$ cat src/rtl/fifo_arbiter_pkg.sv
// Shared definitions for the fifo_arbiter slice: FSM state encoding,
// default sizes and the one-hot to index helper used by the arbiter.
package fifo_arbiter_pkg;

    localparam int DATA_WIDTH_DEF = 6;
    localparam int NUM_FIFOS_DEF  = 4;
    localparam int IDX_W          = $clog2(NUM_FIFOS_DEF);

    typedef enum logic [1:0] {
        ST_INIT   = 2'b00,
        ST_IDLE   = 2'b01,
        ST_ACTIVE = 2'b10,
        ST_PAUSE  = 2'b11
    } state_e;

    function automatic logic [IDX_W-1:0] onehot_to_idx(input logic [NUM_FIFOS_DEF-1:0] oh);
        onehot_to_idx = '0;
        for (int i = 0; i < NUM_FIFOS_DEF; i++) begin
            if (oh[i]) onehot_to_idx = IDX_W'(i);
        end
    endfunction

endpackage

$ cat src/rtl/fifo_arbiter_rr_selector.sv
// Combinational round-robin pick: the first non-empty FIFO after last_grant,
// wrapping around, with last_grant itself considered last.
module rr_selector
    import fifo_arbiter_pkg::*;
#(
    parameter int NUM_FIFOS = NUM_FIFOS_DEF
) (
    input  logic [NUM_FIFOS-1:0] fifo_empty,
    input  logic [IDX_W-1:0]     last_grant,
    output logic [NUM_FIFOS-1:0] grant,
    output logic                 valid
);

    logic [IDX_W-1:0] idx;

    always_comb begin
        grant = '0;
        valid = 1'b0;
        idx   = '0;
        for (int k = 1; k <= NUM_FIFOS; k++) begin
            idx = last_grant + IDX_W'(k);
            if (!valid && !fifo_empty[idx]) begin
                grant[idx] = 1'b1;
                valid      = 1'b1;
            end
        end
    end

endmodule

$ cat src/rtl/fifo_arbiter.sv
// Drains four upstream FIFOs round-robin into one downstream FIFO through a
// two-stage pipeline (FIFO read latency plus an output register).
module fifo_arbiter
    import fifo_arbiter_pkg::*;
#(
    parameter int DATA_WIDTH = DATA_WIDTH_DEF,
    parameter int NUM_FIFOS  = NUM_FIFOS_DEF
) (
    input  logic                  clk,
    input  logic                  reset,
    input  logic [NUM_FIFOS-1:0]  fifo_empty,
    input  logic [DATA_WIDTH-1:0] fifo_data0,
    input  logic [DATA_WIDTH-1:0] fifo_data1,
    input  logic [DATA_WIDTH-1:0] fifo_data2,
    input  logic [DATA_WIDTH-1:0] fifo_data3,
    output logic [NUM_FIFOS-1:0]  fifo_rd_enable,
    input  logic                  down_almost_full,
    output logic [DATA_WIDTH-1:0] data_out,
    output logic                  wr_enable,
    output logic [1:0]            state
);

    state_e                state_q, state_d;
    logic [IDX_W-1:0]      last_grant_q, last_grant_d;
    logic                  rd_valid_q, rd_valid_d;
    logic [IDX_W-1:0]      rd_idx_q, rd_idx_d;
    logic                  wr_enable_q, wr_enable_d;
    logic [DATA_WIDTH-1:0] data_out_q, data_out_d;

    logic [NUM_FIFOS-1:0]  grant;
    logic                  grant_valid;
    logic [IDX_W-1:0]      grant_idx;
    logic                  rd_fire;
    logic [DATA_WIDTH-1:0] sel_data;

    rr_selector #(
        .NUM_FIFOS (NUM_FIFOS)
    ) u_rr_selector (
        .fifo_empty (fifo_empty),
        .last_grant (last_grant_q),
        .grant      (grant),
        .valid      (grant_valid)
    );

    // Read strobe reacts to almost-full in the same cycle, so it stays combinational.
    always_comb begin
        fifo_rd_enable = '0;
        if (state_q == ST_ACTIVE && !down_almost_full && grant_valid) begin
            fifo_rd_enable = grant;
        end
        rd_fire   = |fifo_rd_enable;
        grant_idx = onehot_to_idx(grant);
    end

    always_comb begin
        case (rd_idx_q)
            2'd0:    sel_data = fifo_data0;
            2'd1:    sel_data = fifo_data1;
            2'd2:    sel_data = fifo_data2;
            default: sel_data = fifo_data3;
        endcase
    end

    always_comb begin
        state_d = state_q;
        if (down_almost_full) begin
            state_d = ST_PAUSE;
        end else if (!(&fifo_empty)) begin
            state_d = ST_ACTIVE;
        end else begin
            state_d = ST_IDLE;
        end

        last_grant_d = rd_fire ? grant_idx : last_grant_q;
        rd_valid_d   = rd_fire;
        rd_idx_d     = rd_fire ? grant_idx : rd_idx_q;
        wr_enable_d  = rd_valid_q;
        data_out_d   = rd_valid_q ? sel_data : data_out_q;
    end

    always_ff @(posedge clk or negedge reset) begin
        if (!reset) begin
            state_q      <= ST_INIT;
            last_grant_q <= '1;
            rd_valid_q   <= 1'b0;
            rd_idx_q     <= '0;
            wr_enable_q  <= 1'b0;
            data_out_q   <= '0;
        end else begin
            state_q      <= state_d;
            last_grant_q <= last_grant_d;
            rd_valid_q   <= rd_valid_d;
            rd_idx_q     <= rd_idx_d;
            wr_enable_q  <= wr_enable_d;
            data_out_q   <= data_out_d;
        end
    end

    assign data_out  = data_out_q;
    assign wr_enable = wr_enable_q;
    assign state     = state_q;

endmodule

$ cat config.mk
export PLATFORM = sky130hd
export DESIGN_NAME = fifo_arbiter
export DESIGN_NICKNAME = d
export VERILOG_FILES = /design/src/rtl/fifo_arbiter_pkg.sv /design/src/rtl/fifo_arbiter_rr_selector.sv /design/src/rtl/fifo_arbiter.sv
export SDC_FILE = /design/constraint.sdc
export NUM_CORES = 1
export LEC_CHECK = 0
export CAP_MARGIN = 15
export CORE_ASPECT_RATIO = 0.7
export CORE_MARGIN = 10
export CORE_UTILIZATION = 45
export DETAILED_ROUTE_END_ITERATION = 12
export GPL_ROUTABILITY_DRIVEN = 0
export PLACE_DENSITY = 0.94
export RECOVER_POWER = 100
export SLEW_MARGIN = 20
export SYNTH_ARGS = -nofsm -noshare
export SYNTH_HDL_FRONTEND = slang
export SYNTH_SLANG_ARGS = --single-unit
$ cat constraint.sdc
create_clock -name clk -period 5 [get_ports clk]
set_input_delay 0.75 -clock clk [delete_from_list [all_inputs] [get_ports clk]]
set_output_delay 0.75 -clock clk [all_outputs]
set_load 0.01 [all_outputs]
==> results of run 1 <==
-- sequential cells by signal (all words and copies together) (netlist names) --
register / count
data_out: 6
last_grant_q: 2
rd_idx_q: 2
state: 2
rd_valid_q: 1
wr_enable: 1
-- critical path: stages --
cell and delay [ns]:
dlygate4sd3_1 0.61, mux4_2 0.57, and4b_4 0.26, a221o_1 0.41, and2_1 0.19, dlygate4sd3_1 0.60
-- worst max-delay path by stage --
stage / depth (start not counted) / endpoint
after floorplan: 7 / fifo_rd_enable[1]
after global placement: 6 / fifo_rd_enable[1]
after detailed placement: 6 / fifo_rd_enable[1]
after CTS: 6 / fifo_rd_enable[1]
after global routing: 6 / fifo_rd_enable[1]
final: 6 / fifo_rd_enable[1]
-- Yosys cell counts (all sizes together) (2+ instances only) --
cell | count | area (sq um)
dfrtp | 12 | 300
mux4 | 10 | 229
inv | 8 | 30.0
mux2 | 6 | 67.6
o21ai | 5 | 28.8
ha | 4 | 50.1
nand2 | 4 | 15.0
nand2b | 3 | 18.8
a211oi | 2 | 15.0
a21o | 2 | 15.0
a21oi | 2 | 13.8
a31o | 2 | 17.5
buf | 2 | 15.0
clkbuf | 2 | 7.51
dfstp | 2 | 52.6
nand3 | 2 | 10.0
nor2 | 2 | 7.51
-- cell usage in the layout, fill, tap and decap left out, drive strengths merged, types with 3 or more instances in the layout --
cell type       n
inv             8
mux4           10
nand2           4
o21ai           5
dfrtp          12
clkbuf          4
mux2            6
ha              4
dlygate4sd3    21
nand2b          3
clkdlybuf4s50  22
-- where the power goes --
group	switching [mW]	internal, mW
clock network	0.0345	0.0310
registers	0.0643	0.169
logic	0.193	0.247
total	0.292	0.447
-- through the flow --
step | instance area [sq um] | util (%) | total power, mW | instances
2_1_floorplan | 1000 | - | 0.540 | 82
3_3_place_gp | 1450 | 67.7 | 0.673 | 153
3_5_place_dp | 1450 | 67.7 | 0.701 | 153
4_1_cts | 1470 | 69.0 | 0.768 | 157
5_1_grt | 1470 | 68.6 | 0.790 | 157
6_report | 1470 | 68.6 | 0.739 | 157
-- final cells by class --
cell class | instances | area (sq um) | area share (%)
clock buffers | 4 | 26.3 | 1.79
inverters | 8 | 30.0 | 2.05
multi-input cells | 56 | 586 | 40.0
flip-flops and latches | 14 | 353 | 24.1
well taps | 32 | 40.0 | 2.73
repair buffers | 43 | 430 | 29.4
-- cell families after synthesis --
logic type      Yosys count  synth area share (%)
mux                      16                  29.7
buf+inv                  12                  5.26
simple gates             19                  11.9
compound gates           17                  12.9
fa+ha+maj                 4                  5.01
flops                    14                  35.3
-- routing by layer --
layer / up-vias / global-route usage [%]
met3: 3 / 3.33
met1: 426 / 13.5
li1: 396 / -
met2: 30 / 22.3
met4: 0 / 2.90
met5: - / 0
==> key figures, run 1 <==
STA
  – Setup_tns: 0 ns
  – Worst Clk Skew: 0.00830 ns
  – Slew @ Worst Pin: 0.635 ns
  – Period minus WS final: 4.15 ns
  – RSZ-0062 raised after global routing: false
  – Hold WS: 0.508 ns
  – Slew headroom: between 50% and 60%
  – Slew Limit Fails: 0
  – Setup Viol. Count Final: 0
  – Fin crit share: 82.9%
  – Fin worst setup slack: 0.854 ns
  – Max Freq: ~240 MHz
  – Final hold vios: 0

Clock network
  – Hold Buf Count CTS: 0
  – Cts repair resizes: 0
  – Setup bufs post-CTS: 0
  – CTS sink count: 14
  – CTS Buf Count: 3
  – Max Root-Sink Buffers: 2
  – Root Buffer: clkbuf_4
  – H-tree Lvls: 1
  – Reg clk slew, reported paths: 0.08 ns
  – Clock latency on the worst-skew pair: 0.28 ns
  – CTS tree: done

Min path
  – Hold Path Origin: data_out[5]$_DFFE_PN0P_
  – Worst Hold End: data_out[5]$_DFFE_PN0P_
  – HP Class: flop to flop
  – Hold depth: 1

Detailed routing
  – Drt drc: 0
  – Wl on met1: 1060 um
  – Iteration-0 DRC Markers: 63
  – Final wirelength: 2810 um
  – Top Metal Used: met4
  – DRT antenna net count: 0
  – Wire length per cell: 17.9 um
  – Met2 wire length: around 1600 um
  – DR vias: approximately 860
  – Initial DRT Pass Iterations: 4
  – Vias per Instance: 5.45
  – Met3 wire len: 108 um

Final layout
  – Nets: roughly 160
  – Ratio of cells with drive above 1 in the final layout: 21.6%
  – # fillers: 166
  – Area Overhead vs Synth: 46.6%
  – Diode count: 0

Global route
  – First-pass GRT wire length: 4370 um
  – Global Route Usage Sum: 12.0%
  – Congestion Overflow GR: 0
  – Antenna violations before repair: 0
  – Number of global-route vias before repair: between 800 and 900
  – Pin count of the biggest net entering global routing: 15

Floorplanning
  – Die extent in y: 59.4 um
  – Die area: ~4500 sq um
  – Initial Util: 46.8%
  – Ports: 44
  – Area of the core: 2140 sq um
  – Die W: 76.3 um
  – Rows: 14

Logic synthesis
  – Synth Warn #: 0
  – Fraction of registers with async set/reset: 100%
  – Post-synth top flop: dfrtp_1
  – Syn avg cell area: 12.2 sq um
  – Net Count, Synth: between 100 and 150
  – Sequential area share after synthesis: a little over a third
  – Mapped cell area: between 900 and 1000 sq um
  – Gate Count Post-Synth: 82
  – FF+latch count, synth: 14
  – Post-synth EDFFs: 0
  – Distinct cell type count after synthesis: 33

Critical path
  – Worst Setup SP: fifo_empty[1]
  – RR Startpoint: last_grant_q[0]$_DFFE_PN1P_
  – CP arrival: ~3.4 ns
  – CP Max Fanout: 10
  – Worst setup SP type: input port
  – Reg2reg path depth: 7
  – R2R Path End: rd_idx_q[0]$_DFFE_PN0P_
  – Critical Path End Type: output port
  – Setup CP Type: input port to output port
  – R2R setup slack: 2.21 ns
  – Critical Path RT: approximately 4.3 ns

Placement
  – Post-DP HPWL: 2460 um
  – Port bufs: between 40 and 50
  – Setup WS pre-CTS: ~1.1 ns

Power
  – Worst ir drop on vdd: 0.000343 V
  – PD cells: a little over 500 nW/um^2
  – Pleak: 0.624 nW

Status
  – Outcome: finished clean

Flow run
  – Max-cap violation count: 0
Power figures use the tool's default switching activity.
==> run 2: changes to the inputs <==
Settings changed: CORE_UTILIZATION 45 to 41, PLACE_DENSITY 0.94 to 0.88.
Clock period 5 ns to 4.3 ns, I/O delays scaled along.
==> run 2 against run 1 <==
  * Die area is 6.8% higher
  * Sequential share of layout area stayed put
  * Power grew 16%
  * Clock power is 13% higher
  * Combinational power increased by 16%
  * Global-route usage is 0.79 points lower
  * Wire length is 0.43% higher
  * Non-clock buffer count stayed put
  * Critical path depth did not move
  * Count of clock-buffer cells in the layout unchanged
  * Core utilization shrank 3.2 points
  * Register-to-register slack lost 0.65 ns
  * Critical endpoint unchanged
==> key figures, run 2 (same netlist as run 1, synthesis figures left out) <==
Critical path
  – Setup CP Type: input port to output port
  – Cell mode on critical path: dlygate4sd3_1
  – CP arrival: 3.29 ns
  – Critical Path End Type: output port
  – Crit-path leading delay family: buffers and inverters
  – CP Max Fanout: 10
  – CP Cell Sequence: dlygate4sd3_1, mux4_2, and4b_4, a221o_1, and2_1, dlygate4sd3_1
  – Critical Path RT: 3.65 ns
  – Worst setup SP type: input port
  – Crit path largest cell delay: 0.60 ns
  – Critical path's slowest cell: dlygate4sd3_1
  – Crit path buf inv count: 2

Detailed routing
  – Vias per Instance: 5.32
  – DRT antenna net count: 0
  – Iteration-0 DRC Markers: 34
  – Final wirelength: 2830 um
  – Initial DRT Pass Iterations: 4
  – DR vias: 835
  – Wire length per cell: about 18 um
  – Drt drc: 0

STA
  – Setup_tns: 0 ns
  – Fin crit share: 91.6%
  – RSZ-0062 raised after global routing: false
  – Max Freq: 254 MHz
  – Slew headroom: 59.6%
  – Hold WS: 0.504 ns
  – Worst Clk Skew: about 0.0062 ns
  – Setup Viol. Count Final: 0
  – Final hold vios: 0
  – Slew Limit Fails: 0
  – Slew @ Worst Pin: approximately 0.6 ns
  – Period minus WS final: roughly 3.9 ns

Status
  – Outcome: finished clean

Power
  – Power share of the clock group: 8.7%
  – Sw Pwr: 336 uW
  – Pleak: 0.624 nW
  – Sequential power share: about a third
  – Sw frac: 39.3%
  – Logic pwr share: 59.7%
  – PD cells: about 580 nW/um^2
  – Worst ir drop on vdd: 0.000349 V
  – Internal Power: 520 uW

Floorplanning
  – Initial Util: 44.6%
  – Rows: 14
  – Die extent in y: 61.3 um
  – Ports: 44
  – Area of the core: 2240 sq um
  – Die W: 79.0 um
  – Die area: about 4800 sq um

Placement
  – Dpl cell area: 1450 sq um
  – Post-DP HPWL: between 2000 and 2500 um
  – Port bufs: 43
  – Placed cell count: 153

Final layout
  – Final non-filler cell total: 157
  – Most frequent cells in the layout: 23 x clkdlybuf4s50_1, 20 x dlygate4sd3_1, 12 x dfrtp_1, 9 x mux4_2, 8 x inv_1
  – Diode count: 0
  – Cell area after layout: 1470 sq um
  – Largest register FFs: 6
  – Nets: 161
  – Final core occ: 65.3%
  – Most common cell after layout, fill and taps aside: clkdlybuf4s50_1
  – Area Overhead vs Synth: 46.6%
  – Ratio of cells with drive above 1 in the final layout: 21.6%

Clock network
  – Cts repair resizes: 0
  – CTS sink count: 14
  – Reg clk slew, reported paths: 0.07 ns
  – Setup bufs post-CTS: 0
  – Hold Buf Count CTS: 0
  – H-tree Lvls: 1
  – CTS Buf Count: 3
  – Clock latency on the worst-skew pair: 0.27 ns
  – Max Root-Sink Buffers: 2
  – Root Buffer: clkbuf_4
  – CTS tree: done

Global route
  – Antenna violations before repair: 0
  – Global Route Usage Sum: 11.2%
  – First-pass GRT wire length: 4240 um
  – Number of global-route vias before repair: roughly 850
  – Pin count of the biggest net entering global routing: 15
  – Congestion Overflow GR: 0

Min path
  – HP Class: flop to flop

Flow run
  – Max-cap violation count: 0
run 2: changes by cell type in the layout (fill, tap and decap cells not counted), sizes merged:
cell / previous run / this run
clkdlybuf4s50: 22 / 23
dlygate4sd3: 21 / 20
run 2: path summary, 6_finish.rpt:
kind                                                  start                      end  slack (ns)  cells past startpoint
worst max-delay path                          fifo_empty[3]        fifo_rd_enable[1]        0.36                      6
worst min-delay path                data_out[5]$_DFFE_PN0P_  data_out[5]$_DFFE_PN0P_        0.50                      1
worst max register to register  last_grant_q[0]$_DFFE_PN1P_  rd_idx_q[0]$_DFFE_PN0P_        1.56                      7
worst min register to register      data_out[5]$_DFFE_PN0P_  data_out[5]$_DFFE_PN0P_        0.50                      1
max in group asynchronous                             reset  rd_idx_q[1]$_DFFE_PN0P_        3.09                      1
min in group asynchronous                             reset  data_out[1]$_DFFE_PN0P_        0.81                      1
run 2: worst register-to-register path, cell delays in order, from the launching register on:
cell      delay, ns
dfstp_2        0.63
inv_1          0.11
ha_1           0.34
mux4_2         0.39
and4b_4        0.27
a221o_1        0.42
o21ai_0        0.33
a211oi_1       0.13
run 2: layout make-up:
cell class	instances	area, sq um
inverter	8	30.0
sequential	14	353
timing repair buffer	43	430
clock buffer	4	26.3
fill	179	777
tap	32	40.0
multi-input combinational	56	586
run 2: per-layer routing:
layer	wire length (um)	global-route usage [%]	part of all wire, %
met2	1620	20.9	57
met5	0	0	0
met4	20	3.05	0.71
met1	1030	12.2	36
met3	155	3.63	5.5
run 2: through the flow:
stage	power, mW	setup WS [ns]
after CTS	0.890	0.543
final	0.856	0.363
after floorplan	0.628	1.42
after global placement	0.786	0.654
after global routing	0.917	0.262
after detailed placement	0.814	0.584
run 2: power by group through the flow:
stage,clock network (mW),logic [mW],registers (mW)
2_1_floorplan,0,0.384,0.244
3_3_place_gp,0,0.516,0.269
3_5_place_dp,0,0.537,0.277
4_1_cts,0.0778,0.538,0.274
5_1_grt,0.0859,0.547,0.284
6_report,0.0742,0.511,0.271
